`src/rtl/wb_scoreboard.sv`:
```
// Write-back checker: compares each accepted register-file write, in order,
// against a preloaded queue of expected writes and reports pass/fail/timeout.
module wb_scoreboard #(
  parameter int WORD_LEN     = 32,
  parameter int REG_ADDR_LEN = 5,
  parameter int DEPTH        = 16,
  parameter int TIMEOUT      = 1000
) (
  input  logic                    clk,
  input  logic                    rst,
  input  logic                    exp_wr_en,
  input  logic [REG_ADDR_LEN-1:0] exp_dest,
  input  logic [WORD_LEN-1:0]     exp_data,
  input  logic                    start,
  input  logic                    wb_en,
  input  logic [REG_ADDR_LEN-1:0] wb_dest,
  input  logic [WORD_LEN-1:0]     wb_data,
  output logic                    exp_full,
  output logic [15:0]             match_cnt,
  output logic [15:0]             mismatch_cnt,
  output logic [REG_ADDR_LEN-1:0] fail_dest,
  output logic [WORD_LEN-1:0]     fail_data,
  output logic                    done,
  output logic                    pass,
  output logic                    timeout
);

  localparam int AW = $clog2(DEPTH);
  localparam int EW = REG_ADDR_LEN + WORD_LEN;
  localparam int TW = $clog2(TIMEOUT + 1);

  typedef enum logic [1:0] {LOAD, RUN, PASS, FAIL} state_t;

  state_t                  state;
  logic [EW-1:0]           mem [DEPTH];
  logic [AW:0]             wr_ptr, rd_ptr;
  logic [TW-1:0]           idle_cnt;
  logic                    empty, push, accept, is_match, last;
  logic [REG_ADDR_LEN-1:0] head_dest;
  logic [WORD_LEN-1:0]     head_data;

  // The extra pointer MSB distinguishes full from empty when the indices coincide.
  assign empty    = (wr_ptr == rd_ptr);
  assign exp_full = (wr_ptr[AW] != rd_ptr[AW]) && (wr_ptr[AW-1:0] == rd_ptr[AW-1:0]);

  assign {head_dest, head_data} = mem[rd_ptr[AW-1:0]];

  assign push     = (state == LOAD) && exp_wr_en && !exp_full;
  assign accept   = (state == RUN) && wb_en && (wb_dest != '0);
  assign is_match = (wb_dest == head_dest) && (wb_data == head_data);
  assign last     = ((rd_ptr + (AW+1)'(1)) == wr_ptr);

  // NOTE: the queue storage has no reset; contents are meaningless until pushed
  // and the pointers alone define validity, so resetting the array buys nothing.
  always_ff @(posedge clk) begin
    if (push) mem[wr_ptr[AW-1:0]] <= {exp_dest, exp_data};
  end

  // NOTE: sequential state uses non-blocking assignments only, so every read
  // below sees the pre-edge value regardless of statement order.
  always_ff @(posedge clk or posedge rst) begin
    if (rst) begin
      state        <= LOAD;
      wr_ptr       <= '0;
      rd_ptr       <= '0;
      idle_cnt     <= '0;
      match_cnt    <= '0;
      mismatch_cnt <= '0;
      fail_dest    <= '0;
      fail_data    <= '0;
      done         <= 1'b0;
      pass         <= 1'b0;
      timeout      <= 1'b0;
    end else begin
      case (state)
        LOAD: begin
          if (push) wr_ptr <= wr_ptr + (AW+1)'(1);
          if (start) begin
            idle_cnt <= '0;
            if (empty && !push) begin
              state <= PASS;
              done  <= 1'b1;
              pass  <= 1'b1;
            end else begin
              state <= RUN;
            end
          end
        end
        RUN: begin
          if (accept) begin
            rd_ptr   <= rd_ptr + (AW+1)'(1);
            idle_cnt <= '0;
            if (is_match) begin
              if (match_cnt != 16'hFFFF) match_cnt <= match_cnt + 16'd1;
            end else begin
              if (mismatch_cnt != 16'hFFFF) mismatch_cnt <= mismatch_cnt + 16'd1;
              if (mismatch_cnt == 16'd0) begin
                fail_dest <= wb_dest;
                fail_data <= wb_data;
              end
            end
            if (last) begin
              done <= 1'b1;
              if (is_match && (mismatch_cnt == 16'd0)) begin
                state <= PASS;
                pass  <= 1'b1;
              end else begin
                state <= FAIL;
              end
            end
          end else if (idle_cnt == TW'(TIMEOUT - 1)) begin
            idle_cnt <= idle_cnt + TW'(1);
            state    <= FAIL;
            done     <= 1'b1;
            timeout  <= 1'b1;
          end else begin
            idle_cnt <= idle_cnt + TW'(1);
          end
        end
        default: ; // PASS and FAIL hold everything until reset
      endcase
    end
  end

endmodule
```
`config.mk`:
```
export PLATFORM = sky130hd
export DESIGN_NAME = wb_scoreboard
export DESIGN_NICKNAME = d
export VERILOG_FILES = /design/src/rtl/wb_scoreboard.sv
export SDC_FILE = /design/constraint.sdc
export NUM_CORES = 1
export LEC_CHECK = 0
export CAP_MARGIN = 20
export CORE_UTILIZATION = 50
export CTS_BUF_LIST = sky130_fd_sc_hd__clkbuf_2 sky130_fd_sc_hd__clkbuf_4 sky130_fd_sc_hd__clkbuf_8
export DETAILED_ROUTE_END_ITERATION = 8
export PLACE_DENSITY = 0.68
export SYNTH_ARGS = -nofsm -noshare
export SYNTH_HDL_FRONTEND = slang
export SYNTH_SLANG_ARGS = --single-unit
```
`constraint.sdc`:
```
create_clock -name clk -period 7.2 [get_ports clk]
set_input_delay 1.44 -clock clk [delete_from_list [all_inputs] [get_ports clk]]
set_output_delay 1.44 -clock clk [all_outputs]
set_load 0.02 [all_outputs]
```
Yosys cells after proc, flatten, opt, wreduce, memory -nomap -nowiden. Memories as Yosys holds them, arrays and structs flattened. Cells that the tools add are included.

Add/sub/neg operators: 5. Eq/ne operators: 17. Multiplexer cells: 22. Bitwise operators: 2. Reduce and logical (&&, ||, !) cells: 24.

Operators with widths (count): $add A16 B1 Y16 const B (2); $eq A32 B32 Y1 (1); $ne A16 B16 Y1 const B (2); $mux W10 (2); $pmux W10 S2 (1); $logic_not A16 Y1 (1); $reduce_and A4 Y1 (4); $eq A5 B5 Y1 (3); $mux W1 (11); $add A10 B1 Y10 const B (1); $add A5 B1 Y5 const B (2); $eq A10 B10 Y1 const B (1); $mux W2 (5); $logic_and A1 B1 Y1 (8); $ne A2 B2 Y1 const B (3); $reduce_and A2 Y1 (3); $reduce_and A6 Y1 (1); $reduce_and A5 Y1 (1); $reduce_bool A5 Y1 (1); $eq A4 B4 Y1 (1); $ne A2 B1 Y1 const B (2); $pmux W1 S2 (2); $pmux W2 S2 (1); $ne A3 B2 Y1 const B (1); 8 further kinds (10).

Flip-flop bits (word level): 94. Memory bits (writable): 592. Input port bits: 79. Output and inout bits: 73. Memories kept: 1.

Memory list: mem (depth 16, bits a word 37, read ports 1, clocked after Yosys merged registers in 0, write ports 1, RTL line 35) `logic [EW-1:0] mem [DEPTH];`.

Longest topological paths before layout. Gate-level depths: netlist of run 1.

Word-level depth: 9. Depth in mapped cells: 15. Mapped depth without buffers: 9.

Worst setup path after synthesis of run 1. OpenSTA, ideal clock, no wires.

Path type: register to register. From: reg rd_ptr[2]. To: mem mem[3][0] (netlist bit) (enable). Arrival: 4993 ps. Setup slack: 1730 ps. Cell stages (with the launch flop): 14. Path buffers: 7. Period minus slack after synthesis: 5470 ps. Cell sequence: dfrtp_1 > buf_4 > buf_6 > buf_4 > buf_4 > buf_2 > buf_2 > buf_2 > xnor2_1 > nand4_1 > nor2b_1 > nor2_1 > nand2_1 > nor3_1.

Word-level cells in the longest chain between the ends: 6.

RTL lines: start, declared (RTL line 36) `logic [AW:0] wr_ptr, rd_ptr;`; start signal, assigned (RTL line 91) `rd_ptr <= rd_ptr + (AW+1)'(1);`; $eq A4 B4 Y1 (RTL line 44) `assign exp_full = (wr_ptr[AW] != rd_ptr[AW]) && (wr_ptr[AW-1:0] == rd_ptr[AW-1:0]);`; $logic_and A1 B1 Y1 (RTL line 44); net exp_full (RTL line 18) `output logic exp_full,`; $logic_not A1 Y1 (RTL line 48) `assign push = (state == LOAD) && exp_wr_en && !exp_full;`; $logic_and A1 B1 Y1 (RTL line 48); $mux W1 (RTL line 56) `if (push) mem[wr_ptr[AW-1:0]] <= {exp_dest, exp_data};`; $mux W1 (not written as such) (RTL line 56); end, declared (RTL line 35).

The timed path passes the listed nets, and every way through them passes these cells.

Worst setup path in the final report of run 1.
From: reg rd_ptr[0]. To: reg fail_data[11].

Word-level cells in the longest chain between the ends: 5. Elaborated cells between the ends (all ways): 6. Those cells by class: eq/ne: 2; bitwise: 1; reduce/logical: 2; memory: 1.

RTL lines: $mem_v2 Z16 W37 (*); $eq A32 B32 Y1 / $eq A5 B5 Y1 (equally long branches) (RTL line 50) `assign is_match = (wb_dest == head_dest) && (wb_data == head_data);`; $logic_and A1 B1 Y1 (*) (RTL line 50); $not A1 Y1 (no line) (*); $reduce_and A4 Y1 (no line) (*); end signal, assigned (RTL line 99) `fail_data <= wb_data;`; end, declared (RTL line 22) `output logic [WORD_LEN-1:0] fail_data,`.

Mark *: on every way between the ends. The rest lies on a longest branch, timed or not. A chain may end at the register's enable or synchronous reset.

==> results.toml, run 1 <==
[synth]
synth_top_area_share_pct = 62.9
synth_top_area_cell = "edfxtp_1"
syn_nets = 1679
ys_ff_latch = 686
yosys_warnings = 0
synth.distinct_cells = 77
synthArstFlopShare_pct = 13.7
syn_avg_cell_area_sq_um = 17.8
synth_top_flop_cell = "edfxtp_1"
netlist_top_cells_area = "edfxtp_1 (63%), dfrtp_1 (8.3%), mux4_2 (7.8%)"
synth_seq_area_share_pct = 71.2
synth_cells = 1591
synth_edf_count = 592
syn_area_sq_um = 28300

[timing]
rsz0062_at_grt = "no"
slew_violations = 0
max_slew_margin_pct = 21.3
finalSetupViolCount = 0
fmax_mhz = 197
postLayoutSetupSlackWorst_ns = 2.13
finalWorstPathRequiredPeriod_ns = 5.07
worstMarginPinSlew_ns = 1.18
finalCritPeriodShare_pct = 70.4
final_hold_viol_count = 0
setup-tns-final_ns = 0
skew_ns = 0.0557

[critical_path]
start_kind = "flop"
path_cells = "buf_12, nand2_1, o22ai_1, o32a_1, nand2_1, or4_4, a2111oi_4, nand4_2, buf_4, nand2_2, buf_4, mux2_2"
path_buf_inv = 3
crit_slowest_cell = "dfrtp_4"
crit_path_end_kind = "flop"
worstPathRequired_ns = 7.80
cp_top_family = "simple AND/OR/NAND/NOR gates"
r2r_end = "fail_data[11]$_DFFE_PP0P_"
r2r_slack_ns = 2.13
critPathMaxStageDelay_ns = 0.87
crit_end = "fail_data[11]$_DFFE_PP0P_"
worstSetupPathDepth = 12
worstPathMaxFanout = 78
rr_startpoint = "rd_ptr[0]$_DFFE_PP0P_"
path_class = "flop to flop"
crit_arrival_ns = 5.67
reg2reg_depth = 12
crit_start = "rd_ptr[0]$_DFFE_PP0P_"

[global_route]
antenna_found_initial = 4
grt_usage_pct = 26.3
grt_pass1_vias = 16400
grt_pass1_wl_um = 108000
grt_max_degree = 79
grt-ovfl-total = 0

[clock_tree]
clkTransAtPathRegs_ns = 0.06
cts_hold_buffers = 0
cts_made_buffers = 110
cts_resized = 0
clock-sinks = 686
cts_buffer_depth = 3
clkLatencyLatePin_ns = 0.72
cts_root_buffer = "clkbuf_8"
post_cts.repair.setup_buffers = 0
tritoncts = "built"
htree_levels = 3

[power]
irDropWorstVdd_mv = 0.257
p_total_mw = 11.8
power.leakage_nw = 11.3
power_density_nw_per_um2 = 357

[floorplanning]
pin_count = 152
start_util_pct = 50.9
chipHeight_um = 240
die_area_sq_um = 57500
core.rowCount = 86
die_w_um = 240
coreArea_sq_um = 55500

[drt]
drt-pass1-iter-count = 6
route.detailed.drc = 0
dr_total_vias = 16300
drt_iter0_markers = 1640
final_antenna_net_count = 0
routed_wirelength_um = 74200
wl_per_cell_um = 27.9
drt-vias-per-instance = 6.11

[placement]
post-place-ws_ns = 2.11
portBuffers = 151
dp.final_hpwl_um = 44700
routabilityCongestion = 0.855

[worst_hold_path]
holdCritPathClass = "flop to flop"

[layout]
drive_gt1_share_pct = 23.3
nets = 1905
final_cell_mix = "edfxtp_1 (592), clkdlybuf4s50_1 (151), clkbuf_8 (124)"
multiInputGateArea_sq_um = 7690
area_growth_pct = 17.1
regArea_sq_um = 20100
final_common_cell = "edfxtp_1"
fillers = 4151
final_core_util_pct = 59.6

[flow_run]
drv_cap = 0

[run_status]
outcome = "completed"
[power by group]
group / total, mW / leakage, nW / switching, mW / internal [mW]
combinational: 3.48 / 3.53 / 1.92 / 1.56
sequential: 4.84 / 6.51 / 0.335 / 4.50
clock: 3.48 / 1.24 / 1.53 / 1.95
[worst min path at each step]
stage | end | cells past startpoint | slack (ns) | start
after floorplan | idle_cnt[9]$_DFFE_PP0P_ | 1 | 0.44 | idle_cnt[9]$_DFFE_PP0P_
after global placement | done$_DFFE_PP0P_ | 1 | 0.46 | done$_DFFE_PP0P_
after detailed placement | timeout$_DFFE_PP0P_ | 1 | 0.46 | timeout$_DFFE_PP0P_
after CTS | timeout$_DFFE_PP0P_ | 1 | 0.48 | timeout$_DFFE_PP0P_
after global routing | done$_DFFE_PP0P_ | 1 | 0.50 | done$_DFFE_PP0P_
final | done$_DFFE_PP0P_ | 1 | 0.47 | done$_DFFE_PP0P_
[cell type report]
class	count	area share, %
Multi-Input combinational cell	804	23.2
Antenna cell	1	0.00756
Tap cell	748	2.83
Clock inverter	39	0.919
Clock buffer	167	6.13
Sequential cell	686	60.9
Inverter	22	0.257
Timing Repair Buffer	193	5.73
[kinds of logic after synthesis]
logic type / share of synthesized area (%)
DFF: 71.2
and+or+nand+nor: 5.33
muxes: 14.4
AOI/OAI and AO/OA: 4.38
buffers and inverters: 2.01
xor gates and xnor gates: 2.29
adders and majority gates: 0.398
[synthesized netlist by cell type (5+ instances only)]
master / instances
buf_1: 7
edfxtp_1: 592
a31oi_1: 14
and2_1: 5
mux4_2: 98
nor4_1: 17
nand4_1: 17
buf_2: 22
nor4_2: 6
inv_1: 21
xor2_1: 26
o221ai_1: 7
o22ai_1: 27
or4_1: 6
nand2_1: 49
or3_1: 5
clkbuf_1: 16
ha_1: 9
buf_4: 25
a22oi_1: 14
a221oi_1: 5
nor2b_1: 15
nor2_1: 50
o21ai_0: 31
buf_6: 9
dfrtp_1: 94
and3_1: 19
nand2b_1: 12
nor3_1: 21
mux2_2: 77
a211oi_1: 11
xnor2_1: 48
a21oi_1: 13
nand3_1: 27
mux2i_1: 96
[layer usage]
| metal | global-route usage, % | vias to the layer above | share of wire (%) |
|---|---|---|---|
| li1 | - | 6862 | - |
| met1 | 35.7 | 8399 | 40 |
| met2 | 41.4 | 838 | 48 |
| met3 | 7.13 | 146 | 9.5 |
| met4 | 8.59 | 6 | 2.6 |
| met5 | 0 | - | 0.061 |
[stage by stage]
stage               area (sq um)  std cells  hold slack [ns]
CTS                        33100       2659            0.480
floorplan                  28300       1591            0.445
detailed placement         30800       2453            0.462
global route               33100       2660            0.498
finish                     33100       2660            0.471
global placement           30700       2450            0.456
[worst reg2reg max path: cells and delay by family, from the launching register on]
family | cells | cell delay [ns]
AOI/OAI and AO/OA | 3 | 0.98
and+or+nand+nor | 5 | 1.49
DFF | 1 | 0.87
muxes | 1 | 0.41
buffers and inverters | 3 | 1.19
[sequential cells by signal (all words and copies together), names as in the netlist, 5 cells and up]
signal        count
idle_cnt         10
rd_ptr            5
mismatch_cnt     16
fail_dest         5
mem             592
match_cnt        16
fail_data        32
wr_ptr            5
No activity file was read; power rests on OpenSTA's default activity.
==> run 2, diff against run 1 <==
--- a/config.mk
+++ b/config.mk
@@ -9,7 +9,7 @@
 export CORE_UTILIZATION = 50
 export CTS_BUF_LIST = sky130_fd_sc_hd__clkbuf_2 sky130_fd_sc_hd__clkbuf_4 sky130_fd_sc_hd__clkbuf_8
 export DETAILED_ROUTE_END_ITERATION = 8
-export PLACE_DENSITY = 0.68
+export PLACE_DENSITY = 0.71
 export SYNTH_ARGS = -nofsm -noshare
 export SYNTH_HDL_FRONTEND = slang
 export SYNTH_SLANG_ARGS = --single-unit
==> constraint.sdc (replaced) <==
create_clock -name clk -period 4.1 [get_ports clk]
set_input_delay 0.82 -clock clk [delete_from_list [all_inputs] [get_ports clk]]
set_output_delay 0.82 -clock clk [all_outputs]
set_load 0.02 [all_outputs]
==> run 2 against run 1 <==
Critical path type unchanged. Worst hold slack improved by 0.014 ns. Setup slack got worse by 2.1 ns. Cell area increased by 2.0%. Combinational power increased by 100%. Maximum frequency increased by 26%. Final cell count increased by 2.6%. Utilization increased by 1.2 points. Sequential power increased by 70%. Critical path depth unchanged. Die area unchanged.
==> results.toml, run 2 (synthesis results as in run 1) <==
[clock_tree]
cts_root_buffer = "clkbuf_8"
cts_made_buffers = 107
cts_hold_buffers = 0
clkTransAtPathRegs_ns = 0.06
cts_buffer_depth = 3
htree_levels = 3
clkLatencyLatePin_ns = 0.73
tritoncts = "built"
clock-sinks = 686

[power]
power_density_nw_per_um2 = 620
power.leakage_nw = 11.6
irDropWorstVdd_mv = 0.354

[worst_hold_path]
holdPathEnd = "idle_cnt[9]$_DFFE_PP0P_"
worstHoldPathCells = 1
holdCritPathClass = "flop to flop"
min_from = "idle_cnt[9]$_DFFE_PP0P_"

[drt]
wl_per_cell_um = 27.4
final_antenna_net_count = 0
drt-vias-per-instance = 6.12
dr_total_vias = 16700
drt_iter0_markers = 1919
route.detailed.drc = 0
routed_wirelength_um = 74800
drt-pass1-iter-count = 6

[layout]
drive_gt1_share_pct = 25.7
fillers = 4112
final_core_util_pct = 60.8
area_growth_pct = 19.4
final_cell_mix = "edfxtp_1 (592), clkdlybuf4s50_1 (151), clkbuf_8 (118)"
largest_register_ff_count = 592
final_common_cell = "edfxtp_1"
nets = 1979

[critical_path]
r2r_slack_ns = 0.07
r2r_end = "fail_data[14]$_DFFE_PP0P_"
crit_path_end_kind = "flop"
rr_startpoint = "rd_ptr[1]$_DFFE_PP0P_"
crit_arrival_ns = 4.60
start_kind = "flop"
worstPathMaxFanout = 22
reg2reg_depth = 12
worstPathRequired_ns = 4.67
path_class = "flop to flop"

[floorplanning]
pin_count = 152
coreArea_sq_um = 55500
core.rowCount = 86
chipHeight_um = 240
die_w_um = 240
die_area_sq_um = 57500
start_util_pct = 50.9

[global_route]
grt-ovfl-total = 0
grt_max_degree = 71
grt_pass1_wl_um = 109000
grt_pass1_vias = 16600
antenna_found_initial = 2
grt_usage_pct = 26.5

[timing]
rsz0062_at_grt = "no"
whs_ns = 0.485
finalCritPeriodShare_pct = 98.3
finalWorstPathRequiredPeriod_ns = 4.03
fmax_mhz = 248
skew_ns = 0.0518
finalSetupViolCount = 0
final_hold_viol_count = 0
slew_violations = 0
max_slew_margin_pct = 32.9
worstMarginPinSlew_ns = 1.01

[placement]
routabilityCongestion = 0.909
portBuffers = 151
dp.final_hpwl_um = 45300

[run_status]
outcome = "completed"

[flow_run]
drv_cap = 0
-- run 2: cell count changes in the layout (fill, tap and decap cells not counted), sizes merged --
cell | before | now
clkinvlp | 2 | 4
inv | 26 | 27
buf | 42 | 119
clkbuf | 167 | 153
bufinv | 4 | 0
clkinv | 29 | 36
-- run 2: per-stage QoR --
stage	TNS (ns)	std cells	power, mW	cell area [sq um]	worst slack (ns)
floorplan	-142.31	1591	12.6	28300	-0.403
global placement	0	2524	15.1	31600	0.0507
detailed placement	-0.262	2524	15.2	31600	-0.0306
CTS	0	2724	20.9	33700	0.0115
global route	0	2729	21.7	33800	0.0220
finish	0	2729	20.9	33800	0.0701
-- run 2: worst max-delay path by stage --
stage	startpoint	endpoint	depth (start not counted)
6_report	rd_ptr[1]$_DFFE_PP0P_	fail_data[14]$_DFFE_PP0P_	12
5_1_grt	rd_ptr[2]$_DFFE_PP0P_	match_cnt[1]$_DFFE_PP0P_	12
4_1_cts	rd_ptr[0]$_DFFE_PP0P_	fail_data[14]$_DFFE_PP0P_	11
3_5_place_dp	rd_ptr[1]$_DFFE_PP0P_	fail_data[14]$_DFFE_PP0P_	12
3_3_place_gp	wb_data[17]	fail_data[20]$_DFFE_PP0P_	9
2_1_floorplan	rd_ptr[2]$_DFFE_PP0P_	mem[7][0]$_DFFE_PP_	13
-- run 2: where the power goes --
| part | switching (mW) | total, mW | internal, mW |
|---|---|---|---|
| combinational | 3.82 | 7.02 | 3.19 |
| sequential | 0.328 | 8.24 | 7.91 |
| clock | 2.68 | 5.66 | 2.97 |
| total | 6.83 | 20.9 | 14.1 |
-- run 2: worst max-delay path, stage by stage (launching register included) --
cell and delay, ns:
dfrtp_4 0.51, buf_12 0.17, buf_12 0.16, mux4_2 0.34, mux2i_1 0.18, a222oi_1 0.66, a31oi_1 0.26, a2111oi_0 0.36
and4_1 0.29, nand4_2 0.18, nand2_2 0.16, buf_12 0.20, mux2_2 0.36
-- run 2: layout make-up --
class	count	area [sq um]	share of cell area, %
tap	748	936	2.77
sequential	686	20100	59.7
multi-input combinational	804	7720	22.9
clock inverter	45	229	0.678
inverter	22	88.8	0.263
clock buffer	153	1890	5.59
antenna	1	2.50	0.00741
timing repair buffer	270	2750	8.15
-- run 2: timing repair --
action                     CTS  global route
setup endpoints to repair   17            27
hold endpoints to repair     0             0
resized for setup            0             3
buffers inserted             2             4
pin swaps                    2             1
-- run 2: routing by layer --
| layer | vias up | global-route usage (%) | wire length, um |
|---|---|---|---|
| met4 | 2 | 9.46 | 1980 |
| met2 | 999 | 41.8 | 35600 |
| met1 | 8532 | 36.5 | 29200 |
| met5 | - | 0 | 9 |
| li1 | 7009 | - | - |
| met3 | 158 | 5.67 | 7900 |
